## src/rtl/uart_byte_rx.sv

```systemverilog
// uart_byte_rx: 8N1 asynchronous serial receiver, LSB first.
// Turns the raw RX pin into one-cycle byte strobes for the command parser
// and flags framing errors.
//
// Ports:
//   clk        system clock, rising edge
//   rst        asynchronous active-low reset (0 = reset)
//   uart_din   raw serial line, idle high, asynchronous to clk
//   din_vld    one-cycle strobe: din_data holds a newly received byte
//   din_data   last correctly framed byte
//   frame_err  one-cycle strobe: stop bit sampled low
//   busy       high whenever the receiver is not idle
module uart_byte_rx #(
    parameter int unsigned CLK_FREQ     = 100000000,
    parameter int unsigned BAUD         = 9600,
    parameter int unsigned CLKS_PER_BIT = CLK_FREQ / BAUD
) (
    input  logic       clk,
    input  logic       rst,
    input  logic       uart_din,
    output logic       din_vld,
    output logic [7:0] din_data,
    output logic       frame_err,
    output logic       busy
);

    localparam int unsigned CNT_W = (CLKS_PER_BIT > 1) ? $clog2(CLKS_PER_BIT) : 1;
    localparam logic [CNT_W-1:0] CNT_LAST = CNT_W'(CLKS_PER_BIT - 1);
    localparam logic [CNT_W-1:0] CNT_HALF = CNT_W'((CLKS_PER_BIT / 2) - 1);

    // Mid-bit sampling needs a meaningful half-bit count.
    if (CLKS_PER_BIT < 4) begin : g_cfg_err
        $error("uart_byte_rx: CLKS_PER_BIT must be >= 4");
    end

    typedef enum logic [2:0] {
        S_IDLE,
        S_START,
        S_DATA,
        S_STOP,
        S_BREAK
    } state_e;

    state_e           state_q, state_d;
    logic [CNT_W-1:0] cnt_q, cnt_d;
    logic [2:0]       bit_idx_q, bit_idx_d;
    logic [7:0]       shift_q, shift_d;
    logic             sync1_q, sync1_d;
    logic             sync2_q, sync2_d;
    logic             din_vld_q, din_vld_d;
    logic [7:0]       din_data_q, din_data_d;
    logic             frame_err_q, frame_err_d;
    logic             busy_q, busy_d;
    logic             rx_s;

    assign rx_s      = sync2_q;
    assign din_vld   = din_vld_q;
    assign din_data  = din_data_q;
    assign frame_err = frame_err_q;
    assign busy      = busy_q;

    // State and datapath registers; sync flops reset to the idle line level.
    always_ff @(posedge clk or negedge rst) begin
        if (!rst) begin
            state_q     <= S_IDLE;
            cnt_q       <= '0;
            bit_idx_q   <= '0;
            shift_q     <= '0;
            sync1_q     <= 1'b1;
            sync2_q     <= 1'b1;
            din_vld_q   <= 1'b0;
            din_data_q  <= 8'h00;
            frame_err_q <= 1'b0;
            busy_q      <= 1'b0;
        end else begin
            state_q     <= state_d;
            cnt_q       <= cnt_d;
            bit_idx_q   <= bit_idx_d;
            shift_q     <= shift_d;
            sync1_q     <= sync1_d;
            sync2_q     <= sync2_d;
            din_vld_q   <= din_vld_d;
            din_data_q  <= din_data_d;
            frame_err_q <= frame_err_d;
            busy_q      <= busy_d;
        end
    end

    // Next-state, counters, shift register and strobes.
    always_comb begin
        state_d     = state_q;
        cnt_d       = cnt_q;
        bit_idx_d   = bit_idx_q;
        shift_d     = shift_q;
        sync1_d     = uart_din;
        sync2_d     = sync1_q;
        din_vld_d   = 1'b0;
        din_data_d  = din_data_q;
        frame_err_d = 1'b0;

        case (state_q)
            S_IDLE: begin
                cnt_d = '0;
                if (!rx_s) begin
                    state_d = S_START;
                end
            end
            S_START: begin
                if (cnt_q == CNT_HALF) begin
                    cnt_d = '0;
                    if (!rx_s) begin
                        state_d   = S_DATA;
                        bit_idx_d = 3'd0;
                    end else begin
                        // Line went back high before mid-bit: glitch, not a start.
                        state_d = S_IDLE;
                    end
                end else begin
                    cnt_d = cnt_q + 1'b1;
                end
            end
            S_DATA: begin
                if (cnt_q == CNT_LAST) begin
                    cnt_d            = '0;
                    shift_d[bit_idx_q] = rx_s;
                    if (bit_idx_q == 3'd7) begin
                        state_d = S_STOP;
                    end else begin
                        bit_idx_d = bit_idx_q + 3'd1;
                    end
                end else begin
                    cnt_d = cnt_q + 1'b1;
                end
            end
            S_STOP: begin
                // Leaving at mid-stop-bit lets a start edge right after the stop bit be caught.
                if (cnt_q == CNT_LAST) begin
                    cnt_d = '0;
                    if (rx_s) begin
                        din_vld_d  = 1'b1;
                        din_data_d = shift_q;
                        state_d    = S_IDLE;
                    end else begin
                        frame_err_d = 1'b1;
                        state_d     = S_BREAK;
                    end
                end else begin
                    cnt_d = cnt_q + 1'b1;
                end
            end
            S_BREAK: begin
                cnt_d = '0;
                if (rx_s) begin
                    state_d = S_IDLE;
                end
            end
            default: begin
                state_d = S_IDLE;
                cnt_d   = '0;
            end
        endcase

        busy_d = (state_d != S_IDLE);
    end

endmodule

```

## config.mk

```make
export PLATFORM = sky130hd
export DESIGN_NAME = uart_byte_rx
export DESIGN_NICKNAME = d
export VERILOG_FILES = /design/src/rtl/uart_byte_rx.sv
export SDC_FILE = /design/constraint.sdc
export NUM_CORES = 1
export LEC_CHECK = 0
export BUFFER_PORTS_ARGS = -buffer_cell sky130_fd_sc_hd__buf_4
export CAP_MARGIN = 25
export CORE_UTILIZATION = 50
export CTS_CLUSTER_DIAMETER = 60
export DETAILED_ROUTE_END_ITERATION = 16
export PLACE_DENSITY_LB_ADDON = 0.3
export SYNTH_ARGS = -nofsm -noshare
export SYNTH_HDL_FRONTEND = slang
export SYNTH_SLANG_ARGS = --single-unit
```

## constraint.sdc

```tcl
create_clock -name clk -period 2.9 [get_ports clk]
set_clock_uncertainty 0.1 [all_clocks]
set_input_delay 0.29 -clock clk [delete_from_list [all_inputs] [get_ports clk]]
set_output_delay 0.29 -clock clk [all_outputs]
set_load 0.01 [all_outputs]
```

==> impl_metrics.csv <==
group,metric,value,unit
logic_synthesis,synth_area_per_cell,11.6,sq um
power,peakVddDrop,0.279,mV
clock_network,post_cts_buffers,0,
drt,viasPerCell,5.79,
drt,dr.pass1.iters,4,
flow_run,cap_violations,0,
placement,dp_slack,690,ps
clock_network,cts_buffer_depth,2,
timing,setup_violations,0,
logic_synthesis,ys_ff_latch,41,
logic_synthesis,synth_ff_type,"dfrtp_1",
drt,ant_nets,0,
drt,initialDrtViolationCount,101,
power,power-per-cell-area,466,nW/um^2
hold_path,min_path_cells,0,
drt,wl,3.52,mm
floorplanning,fp.dieH,65.8,um
critical_path,crit_fanout,14,
global_routing,gr-total-overflow,0,
hold_path,worstHoldStart,"sync1_q",
global_routing,grt.total_usage,0.199,
critical_path,timing.rr.end,"cnt_q[3]",
global_routing,grt_max_degree,42,
logic_synthesis,synth-async-reset-ratio,1.00,
clock_network,cts_buffers,5,
clock_network,clk_latency,300,ps
final_layout,final_cell_mix,"39 x dfrtp_1, 20 x nor2_1, 15 x mux2_2, 13 x buf_4, 8 x nand3_1",
floorplanning,dieArea,4340,sq um
final_layout,nets,194,
critical_path,cp.required,2960,ps
floorplanning,start_util,0.540,
power,leakagePower,1.08,nW
global_routing,grt_pass1_wl,6.28,mm
run_status,status,"finished clean",
floorplanning,pin_count,14,
critical_path,critPathArrivalTime,2280,ps
power,power.total,0.00107,W
placement,hpwl,2.36,mm
clock_network,cts_root_buffer,"clkbuf_8",
clock_network,h-tree-depth,2,
placement,gp_congestion,0.779,
power,power_switching,0.000212,W
hold_path,whs_endpoint,"rx_s",
timing,min_period,2220,ps
timing,max_slew_margin,0.581,
clock_network,cts_tree,"done",
final_layout,layout_commonest_cell,"dfrtp_1",
power,share_clk_of_total_power,0.446,
power,p_int,0.000858,W
final_layout,layout-drive-gt1-share,0.270,
final_layout,multi_input_area,961,sq um
critical_path,worst_r2r_path_depth,5,
logic_synthesis,synth_edf_count,0,
critical_path,cpPeakStageDelay,590,ps
power,power_frac_seq,0.540,
critical_path,start_kind,"flop",
timing,fmax,0.451,GHz
clock_network,cts_sinks,41,
logic_synthesis,synth_cell_types,44,
timing,rsz0062_at_grt,"false",
final_layout,synthToLayoutAreaGrowth,12.6,%
logic_synthesis,yosys_warnings,0,
timing,maxSlewViolCount,0,
critical_path,worstSetupPathType,"reg -> reg",
power,swShare,0.198,
timing,final_hold_viol_count,0,
drt,drc,0,
global_routing,grt_pass1_vias,1329,
clock_network,cts_repair_resize_count,0,
critical_path,r2r_setup_slack,680,ps
placement,numPortBuffers,13,
timing,worst_slack,682,ps
logic_synthesis,synthesis.area,2040,sq um
drt,via_count,1372,
logic_synthesis,synthesis.nets,181,
critical_path,cp-end-kind,"flop",
logic_synthesis,synth-seq-area-share,0.505,
drt,avgRoutedWirePerCell,14.8,um
timing,hold_slack,259,ps
timing,post-route-period-util,0.765,
floorplanning,core,3770,sq um
final_layout,fillers,317,
final_layout,seqCellArea,1030,sq um
power,combPwrFrac,0.014,
clock_network,ctsHoldBuffers,2,
critical_path,path_cells,"ha_1 > and4_1 > nand4_2 > a22oi_2 > nor2_1",
timing,tightest_slew,629,ps
critical_path,rr_startpoint,"cnt_q[0]",
floorplanning,dieWidth,65.8,um
timing,fin_setup_tns,0,ps
final_layout,diodes,0,
global_routing,antenna_found_initial,0,
critical_path,cpMaxStageDelayCell,"a22oi_2",
floorplanning,rows,22,
logic_synthesis,syn_inst,175,
hold_path,hp-class,"reg -> reg",
clock_network,clkTransAtPathRegs,80,ps
-- metrics by stage --
| step | util | instance area (sq um) | instances |
|---|---|---|---|
| final | 0.608 | 2290 | 237 |
| after global routing | 0.608 | 2290 | 237 |
| after CTS | 0.608 | 2290 | 237 |
| after detailed placement | 0.571 | 2150 | 227 |
| after global placement | 0.571 | 2150 | 227 |
| after floorplan | - | 2040 | 175 |
-- cell type report --
class,instances,area share
flip-flops and latches,41,0.448
multi-input cells,123,0.419
repair buffers,15,0.0513
clock buffers,6,0.0360
well taps,48,0.0262
clock inverters,2,0.0164
inverters,2,0.00327
-- logic make-up after synthesis --
logic type               share of synthesized area
AO/OA/AOI/OAI                               0.0657
flip-flops                                   0.505
AND/OR/NAND/NOR                              0.252
XOR/XNOR                                    0.0473
multiplexers                                0.0884
adder cells (fa/ha/maj)                     0.0184
buffers and inverters                       0.0239
-- power groups by stage --
stage,Combinational (W),Clock [W],Sequential [W]
floorplan,0.00000254,0,0.000586
global placement,0.0000140,0,0.000588
detailed placement,0.0000147,0,0.000588
CTS,0.0000167,0.000486,0.000577
global route,0.0000188,0.000510,0.000577
finish,0.0000154,0.000477,0.000577
-- routing by layer --
metal / global-route usage / up-vias / routed length (um)
met3: 0.0621 / 9 / 122
met5: 0 / - / 0
met2: 0.287 / 19 / 1530
li1: - / 668 / -
met1: 0.270 / 676 / 1780
met4: 0.0951 / 0 / 81
-- cells in the mapped netlist, types with 2 or more instances --
cell type	number	area [sq um]
buf_2	3	15.0
a211o_1	2	17.5
nand3b_1	2	15.0
mux2_2	15	169
a22o_1	2	17.5
and3_1	4	25.0
nand4_2	2	25.0
nor4b_2	4	60.1
nand4_1	6	37.5
a21oi_1	2	10.0
and4_1	5	43.8
xnor2_1	6	52.6
clkbuf_1	4	15.0
dfstp_2	2	52.6
nand2_1	6	22.5
nand4b_1	2	17.5
xor2_1	5	43.8
nand3_1	8	40.0
dfrtp_1	39	976
inv_1	2	7.51
and2_1	2	12.5
ha_1	3	37.5
nor3b_1	2	15.0
nor2_1	20	75.1
nor4_1	3	18.8
nor2b_1	3	18.8
nor3_1	2	10.0
a221o_1	3	30.0
-- registers in the layout, summed over array words and instances, names as in the netlist --
signal and count:
din_vld 1, rx_s 1, frame_err 1, sync1_q 1, cnt_q 14, shift_q 8, busy 1, state_q 3
bit_idx_q 3, din_data 8
-- worst max-delay path: cells and delay by family (launching register included) --
family | cells | cell delay (ps)
and+or+nand+nor | 3 | 760
adders and majority gates | 1 | 220
DFF | 1 | 390
AOI/OAI and AO/OA | 1 | 590
-- worst max-delay path by stage --
| stage | startpoint | endpoint | slack (ps) | cells past startpoint |
|---|---|---|---|---|
| final | cnt_q[0] | cnt_q[3] | 680 | 5 |
| after global routing | cnt_q[0] | cnt_q[7] | 480 | 5 |
| after CTS | cnt_q[0] | cnt_q[3] | 680 | 5 |
| after detailed placement | cnt_q[0] | cnt_q[3] | 690 | 5 |
| after global placement | cnt_q[0] | cnt_q[8] | 780 | 5 |
| after floorplan | cnt_q[0] | shift_q[2] | 980 | 6 |
(Power assumes the default switching activity.)
